<file path="config.mk">
export PLATFORM = sky130hd
export DESIGN_NAME = spike_event_fifo_flat
export DESIGN_NICKNAME = d
export VERILOG_FILES = /design/src/rtl/spike_event_fifo_if.sv /design/src/rtl/spike_event_fifo.sv /design/src/flat_wrapper.sv
export SDC_FILE = /design/constraint.sdc
export NUM_CORES = 1
export LEC_CHECK = 0
export CAP_MARGIN = 20
export CELL_PAD_IN_SITES_DETAIL_PLACEMENT = 0
export CELL_PAD_IN_SITES_GLOBAL_PLACEMENT = 2
export CORE_ASPECT_RATIO = 1.5
export CORE_UTILIZATION = 37
export DETAILED_ROUTE_END_ITERATION = 7
export PLACE_DENSITY_LB_ADDON = 0.1
export SYNTH_ARGS = -nofsm -noshare
export SYNTH_HDL_FRONTEND = slang
export SYNTH_SLANG_ARGS = --single-unit
export TNS_END_PERCENT = 5
</file>
<file path="constraint.sdc">
create_clock -name clk -period 3.7 [get_ports clk]
set_input_delay 0.74 -clock clk [delete_from_list [all_inputs] [get_ports clk]]
set_output_delay 0.74 -clock clk [all_outputs]
set_load 0.005 [all_outputs]
</file>
<file path="src/rtl/spike_event_fifo_if.sv">
// spike_event_fifo_if: valid/ready event port carrying {timestamp, state} words.
//   ev_valid : head entry is valid (driven by the FIFO)
//   ev_ready : consumer accepts the head this cycle
//   ev_data  : head event, {timestamp[TS_W-1:0], state[7:0]}
// Modports: master = event producer (FIFO), slave = event consumer.
interface spike_event_fifo_if #(
  parameter int unsigned TS_W = 8
);
  localparam int unsigned DATA_W = TS_W + 8;

  logic              ev_valid;
  logic              ev_ready;
  logic [DATA_W-1:0] ev_data;

  modport master (output ev_valid, output ev_data, input ev_ready);
  modport slave  (input ev_valid, input ev_data, output ev_ready);
endinterface

</file>
<file path="src/rtl/spike_event_fifo.sv">
// spike_event_fifo: timestamps every spiking cycle of the LIF neuron, buffers
// {ts, state} events in a DEPTH-entry FIFO and drains them on a valid/ready port.
// The neuron cannot stall, so a full FIFO drops the event and sets a sticky flag.
// Ports:
//   clk, reset_n : clock, synchronous active-low reset
//   spike, state : neuron spike flag and membrane state, sampled every edge
//   clear_ovf    : clears the sticky overflow flag (a same-cycle drop wins)
//   ev           : event port (master side), head presented from registers
//   count        : FIFO occupancy 0..DEPTH
//   overflow     : sticky drop flag
//   rate         : spikes in the last ts window
// Optional feature: define SPIKE_EVENT_FIFO_RATE_EN to build the spike-rate
// window counter; otherwise rate is tied to 0.
module spike_event_fifo #(
  parameter int unsigned DEPTH = 8,
  parameter int unsigned TS_W  = 8
) (
  input  logic                     clk,
  input  logic                     reset_n,
  input  logic                     spike,
  input  logic [7:0]               state,
  input  logic                     clear_ovf,
  spike_event_fifo_if.master       ev,
  output logic [$clog2(DEPTH):0]   count,
  output logic                     overflow,
  output logic [7:0]               rate
);
  localparam int unsigned AW     = $clog2(DEPTH);
  localparam int unsigned CW     = AW + 1;
  localparam int unsigned DATA_W = TS_W + 8;

  logic [DATA_W-1:0] mem [DEPTH];
  logic [AW-1:0]     wr_ptr, rd_ptr;
  logic [TS_W-1:0]   ts;

  logic              pop, full, wr_en, drop;
  logic [AW-1:0]     rd_ptr_nxt;
  logic [CW-1:0]     count_nxt;
  logic [DATA_W-1:0] push_word, head_nxt;

  // Push/pop decisions and the next head word, so ev_data/ev_valid stay registered.
  always_comb begin
    push_word  = {ts, state};
    pop        = ev.ev_valid && ev.ev_ready;
    full       = (count == CW'(DEPTH));
    wr_en      = spike && (!full || pop);
    drop       = spike && full && !pop;
    rd_ptr_nxt = rd_ptr + AW'(pop);
    count_nxt  = count;
    if (wr_en && !pop)      count_nxt = count + CW'(1);
    else if (!wr_en && pop) count_nxt = count - CW'(1);
    // The word written this cycle becomes the head when it lands on the next read slot.
    if (count_nxt == '0)                     head_nxt = '0;
    else if (wr_en && wr_ptr == rd_ptr_nxt)  head_nxt = push_word;
    else                                     head_nxt = mem[rd_ptr_nxt];
  end

  // Storage array, no reset needed: the head register gates stale contents.
  always_ff @(posedge clk) begin
    if (wr_en) mem[wr_ptr] <= push_word;
  end

  // Pointers, occupancy, head register, timestamp and sticky overflow.
  always_ff @(posedge clk) begin
    if (!reset_n) begin
      ts          <= '0;
      wr_ptr      <= '0;
      rd_ptr      <= '0;
      count       <= '0;
      overflow    <= 1'b0;
      ev.ev_valid <= 1'b0;
      ev.ev_data  <= '0;
    end else begin
      ts          <= ts + TS_W'(1);
      if (wr_en) wr_ptr <= wr_ptr + AW'(1);
      rd_ptr      <= rd_ptr_nxt;
      count       <= count_nxt;
      ev.ev_valid <= (count_nxt != '0);
      ev.ev_data  <= head_nxt;
      if (drop)           overflow <= 1'b1;
      else if (clear_ovf) overflow <= 1'b0;
    end
  end

`ifdef SPIKE_EVENT_FIFO_RATE_EN
  logic [7:0] acc;
  logic [7:0] acc_inc;
  logic       wrap;

  // Saturating spike count including the current cycle; window closes as ts wraps.
  always_comb begin
    acc_inc = (spike && acc != 8'hFF) ? acc + 8'd1 : acc;
    wrap    = (ts == '1);
  end

  always_ff @(posedge clk) begin
    if (!reset_n) begin
      acc  <= '0;
      rate <= '0;
    end else if (wrap) begin
      rate <= acc_inc;
      acc  <= '0;
    end else begin
      acc  <= acc_inc;
    end
  end
`else
  assign rate = '0;
`endif
endmodule

</file>
<file path="src/flat_wrapper.sv">
// flat-port wrapper written by rule: the top's interface ports become plain ports
module spike_event_fifo_flat 
#(
  parameter int unsigned DEPTH = 8,
  parameter int unsigned TS_W  = 8
)
  (clk, reset_n, spike, state, clear_ovf, count, overflow, rate, ev_ev_valid, ev_ev_data, ev_ev_ready);
  spike_event_fifo_if #(.TS_W(TS_W)) ev_i ();
  input  logic clk;
  input  logic reset_n;
  input  logic spike;
  input  logic [7:0] state;
  input  logic clear_ovf;
  output logic [$clog2(DEPTH):0] count;
  output logic overflow;
  output logic [7:0] rate;
  output wire logic [$bits(ev_i.ev_valid)-1:0] ev_ev_valid;
  output wire logic [$bits(ev_i.ev_data)-1:0] ev_ev_data;
  input wire logic [$bits(ev_i.ev_ready)-1:0] ev_ev_ready;
  assign ev_ev_valid = ev_i.ev_valid;
  assign ev_ev_data = ev_i.ev_data;
  assign ev_i.ev_ready = ev_ev_ready;
  spike_event_fifo #(.DEPTH(DEPTH), .TS_W(TS_W)) u_core (.clk(clk), .reset_n(reset_n), .spike(spike), .state(state), .clear_ovf(clear_ovf), .ev(ev_i), .count(count), .overflow(overflow), .rate(rate));
endmodule
</file>
=== Yosys cells after proc, flatten, opt, wreduce, memory -nomap -nowiden ===
Memories as Yosys holds them, arrays and structs flattened. A register that Yosys moved wholly into a read port is not among the register bits.
Cells that the tools add are included.

* Bits in registers: 20
* Memory bits (writable): 128
* Bits of input ports: 13
* Output and inout port bits: 30
* Word-level logic and storage cells: 34
* Memories: 1

{| class="wikitable"
|+ Memories
! name !! words !! width !! rd ports !! clocked after memory_dff !! write ports !! line !! text
|-
| u_core.mem || 8 || 16 || 1 || 1 || 1 || spike_event_fifo.sv:32 || <nowiki>logic [DATA_W-1:0] mem [DEPTH];</nowiki>
|}

* Add/sub/neg operators: 5
* Equality and inequality tests: 1
* Multiplexer cells: 6
* Bitwise gates (word level): 1
* Reduce and logical (&&, ||, !) cells: 14

{| class="wikitable"
|+ Operator list
! cell !! number
|-
| 8-bit by 1-bit adder with 8-bit output (second input constant) || 1
|-
| 4-bit two-way mux || 2
|-
| 1-bit logical AND || 6
|-
| 4-bit by 1-bit adder with 4-bit output (second input constant) || 1
|-
| 4-bit equality test (second input constant) || 1
|-
| 4-bit zero test || 1
|-
| 1-bit two-way mux || 4
|-
| 4-bit nonzero test || 1
|-
| 4-bit by 1-bit subtractor with 4-bit output (second input constant) || 1
|-
| 3-bit by 1-bit adder with 3-bit output || 1
|-
| 3-bit by 1-bit adder with 3-bit output (second input constant) || 1
|-
| 1-bit zero test || 3
|-
| 2-bit nonzero test || 1
|-
| 2-bit OR reduction || 1
|-
| 1-bit logical OR || 1
|-
| 1-bit NOT || 1
|}

=== Logic depth before layout (Yosys ltp) ===
* Depth in word-level cells: 10
* Gate-level depth with buffers: 10
* Depth with buffers taken out: 9

=== Worst setup path after synthesis ===
No wires, ideal clock.

* Kind: reg-to-reg
* From: register u_core.count[0]
* To: memory u_core.mem[0][0] (netlist bit), enable pin
* Setup time: 0.409 ns
* Data arrival time: 2.615 ns
* Required time: 3.291 ns
* Setup slack: 0.675 ns
* Cell stages (with the launch flop): 7
* Buffers on the path: 0
* Clock period less this slack: 3.025 ns
* Path through: dfxtp_1 > inv_1 > ha_1 > and3b_1 > a21boi_0 > nand2b_1 > nor3_1

* Word-level cells in the longest chain between the ends: 6

{| class="wikitable"
|+ Ends and longest elaborated chain
! item !! line !! text
|-
| start, declared || spike_event_fifo.sv:24 || <nowiki>output logic [$clog2(DEPTH):0] count,</nowiki>
|-
| start signal, assigned || spike_event_fifo.sv:77 || <nowiki>count <= count_nxt;</nowiki>
|-
| 4-bit equality test || spike_event_fifo.sv:45 || <nowiki>full = (count == CW'(DEPTH));</nowiki>
|-
| 1-bit zero test || spike_event_fifo.sv:46 || <nowiki>wr_en = spike && (!full || pop);</nowiki>
|-
| 1-bit logical OR || spike_event_fifo.sv:46 ||
|-
| 1-bit logical AND || spike_event_fifo.sv:46 ||
|-
| 1-bit two-way mux || spike_event_fifo.sv:60 || <nowiki>if (wr_en) mem[wr_ptr] <= push_word;</nowiki>
|-
| 1-bit two-way mux (implied by the code) || spike_event_fifo.sv:60 ||
|-
| end, declared || spike_event_fifo.sv:32 ||
|}

No other way between the ends.

=== Worst setup path after layout ===
* From: input port ev_ev_ready
* To: register u_core.ev.ev_data[12], read port of u_core.mem

* Elaborated cells on any way between the ends: 12
* Classes of those cells: add/sub (1); mux (2); reduce/logical (9)

{| class="wikitable"
|+ RTL lines
! item !! line !! text
|-
| start, declared || flat_wrapper.sv:19 || <nowiki>input wire logic [$bits(ev_i.ev_ready)-1:0] ev_ev_ready;</nowiki>
|-
| 1-bit logical AND || spike_event_fifo.sv:44 || <nowiki>pop = ev.ev_valid && ev.ev_ready;</nowiki>
|-
| 3-bit by 1-bit adder with 3-bit output || spike_event_fifo.sv:48 || <nowiki>rd_ptr_nxt = rd_ptr + AW'(pop);</nowiki>
|-
| via u_core.rd_ptr_nxt[0] || spike_event_fifo.sv:37 || <nowiki>logic [AW-1:0] rd_ptr_nxt;</nowiki>
|-
| end, declared || spike_event_fifo_if.sv:15 || <nowiki>modport master (output ev_valid, output ev_data, input ev_ready);</nowiki>
|}

The timed path passes the listed nets, and every way through them passes these cells.
A chain may end at the register's enable or synchronous reset.

==> metrics.txt <==
DIE HEIGHT=163 um; die area=17900 um^2; outcome=finished clean; Max VDD drop=353 uV; ys async rst share=0; CP Depth=8; global placement routability congestion=0.698; post-place setup slack=0.546 ns; CTS buffer count=17; count of hold-fix buffers inserted at cts=0; final worst-path cycle share=0.729; CTS sink cnt=164; leak pwr=2.59 nW; drt initial violations=181; HP Class=reg -> reg; Worst Setup Path Type=in -> reg; Worst-path clk slew=0.06 ns; commonest non-fill, non-tap cell in the layout=edfxtp_1; sw power=0.00131 W; Max Cap Violations=0; Layout area overhead=20.6%; DP HPWL=7280 um; Post-synth EDFFs=128; Final Instance Area=7740 um^2; setup repair bufs after CTS=0; initial antenna violation count=0; Finished Core Util=0.460; placed cells=605; DR vias/cell=5.07; first-pass GRT wire length=20300 um; RR Endpoint=u_core.mem[6][10]; nets=434; Final setup viols=0; Post-Route WL=12900 um; WHS Endpoint=u_core.overflow; CTS Root Cell=clkbuf_16; unrepaired setup endpoints after global routing=no; r2r setup slk=1.38 ns; CP Capture Type=register; drt pass-1 iters=4; Netlist cell types=40; largest net degree at the start of global routing=34; wire per inst=20.2 um; part of the Yosys area used for sequential elements=0.711; CTS resizes=0; vias in the first global route=3413; PD cells=694 nW/um^2; grt total ovfl=0; CP max-delay cell=ha_2; Synthesis Warnings=0; All-Layer GR Usage=0.162; mapped cell area=6420 um^2; Placed Area=7070 um^2; Comb power frac=0.221; initial core utilization=0.381; slowest stage delay, CP=0.59 ns; Syn Area/Cell=17.7 um^2; layout cells sized above 1=0.201; CP Max Fanout=16; Seq pwr share=0.409; R2R depth=8; die width=110 um; fin worst setup slack=1.00 ns; Sw Ratio=0.245; antenna fix cells=0; post-synth top area cell=edfxtp_1; worst path required time=3.97 ns; Worst Hold Launch=u_core.overflow; Synth Register Bits=164; fin crit period=2.70 ns; Seq. cell area=4560 um^2; Residual DRC=0; port bufs=34; vias=3232; area of the multi-input gates=1730 um^2; critical-path cell list=clkdlybuf4s50_1 -> nand2_1 -> inv_1 -> ha_2 -> buf_12 -> mux4_2 -> mux2i_1 -> a211oi_1; Ports=43; Setup TNS=0 ns; CTS HTree Levels=4; Core Area=16800 um^2; Post-Synthesis Cells=363; Clock Power Share=0.369; final hold vios=0; Hold Path Depth=2; Final Max Tran Viols=0; fill count=1468; commonest cells after routing, fill and taps aside=edfxtp_1 (128), dfxtp_1 (36), clkdlybuf4s50_1 (34), nor2_1 (32), mux4_2 (32); Top FF cell, synth=edfxtp_1; most area-consuming cells after synthesis=edfxtp_1 (60%), dfxtp_1 (11%), mux4_2 (11%); Fmax=0.371 GHz; Worst Setup SP=ev_ev_ready; Max Buffers Root-to-Sink=2; Routed Antenna Nets=0; FP Rows=58; internal power=0.00405 W; CTS tree=built; WP buf/inv=3; worst r2r src=u_core.count[0]; clock skew=0.00784 ns; post-synth top area share=0.599; CP delay by family, top=buffers and inverters; Critical Path Source Type=input port; Clock Latency Late Sink=0.41 ns; CP arrival=2.97 ns; final cell count without fillers=637
[registers in the layout (all words and copies together), names as in the netlist]
signal,cells
u_core.mem,128
u_core.count,4
u_core.ev.ev_valid,1
u_core.ev.ev_data,16
u_core.overflow,1
u_core.ts,8
u_core.wr_ptr,3
u_core.rd_ptr,3
[kinds of logic after synthesis]
| logic type | after synthesis | share of synthesized area |
|---|---|---|
| other cells | 1 | 0.000584 |
| xor+xnor | 12 | 0.0193 |
| flops | 164 | 0.711 |
| fa+ha+maj | 7 | 0.0136 |
| buf+inv | 30 | 0.0257 |
| compound gates | 32 | 0.0386 |
| simple gates | 68 | 0.0521 |
| mux | 49 | 0.139 |
[power groups by stage]
stage	Clock, W	Sequential, W	Combinational [W]
floorplan	0	0.00223	0.000761
global placement	0	0.00224	0.00121
detailed placement	0	0.00224	0.00122
CTS	0.00202	0.00220	0.00122
global route	0.00210	0.00221	0.00131
finish	0.00198	0.00220	0.00119
[worst max-delay path by stage]
stage	to	slack, ns
after floorplan	u_core.mem[0][0]	0.68
final	u_core.ev.ev_data[12]	1.00
after global placement	u_core.ev.ev_data[9]	0.57
after global routing	u_core.ev.ev_data[5]	0.85
after detailed placement	u_core.ev.ev_data[0]	0.55
after CTS	u_core.ev.ev_data[12]	0.99
[metrics by stage]
stage / power [W] / hold WS [ns]
after global placement: 0.00345 / 0.460
after detailed placement: 0.00346 / 0.470
after global routing: 0.00562 / 0.517
after floorplan: 0.00299 / 0.466
final: 0.00537 / 0.477
after CTS: 0.00544 / 0.481
[cells in the mapped netlist, types with 2 or more instances]
cell type and n:
nand2_1 10, nand3_1 4, ha_1 7, mux4_2 32, buf_2 9, inv_1 6
nor3_1 2, edfxtp_1 128, xor2_1 5, clkbuf_1 4, xnor2_1 6, o21ai_0 2
a21oi_1 5, dfxtp_1 36, and3b_1 2, nor2_1 32, and2_1 4, nand2b_1 5
a211oi_2 2, mux2i_1 17, a211oi_1 15, buf_4 9, and3_1 4
[metal layers]
layer | share of wire | wire length (um) | GRT usage | up-vias
met2 | 0.54 | 6970 | 0.278 | 47
met1 | 0.42 | 5420 | 0.201 | 1675
li1 | - | - | - | 1498
met3 | 0.023 | 296 | 0.0339 | 12
met4 | 0.012 | 159 | 0.0564 | 0
met5 | 0 | 0 | 0 | -
[area by class of cell]
type	count	area share
flip-flops and latches	164	0.590
multi-input cells	176	0.223
inverters	6	0.00291
clock buffers	19	0.0572
repair buffers	49	0.0634
clock inverters	13	0.0294
well taps	210	0.0340
[worst register-to-register path: cells and delay by family, from the launching register on]
kind | cells | cell delay [ns]
buf+inv | 3 | 0.60
simple gates | 3 | 0.48
flops | 1 | 0.43
fa+ha+maj | 1 | 0.25
compound gates | 1 | 0.20
(Power assumes the default switching activity.)
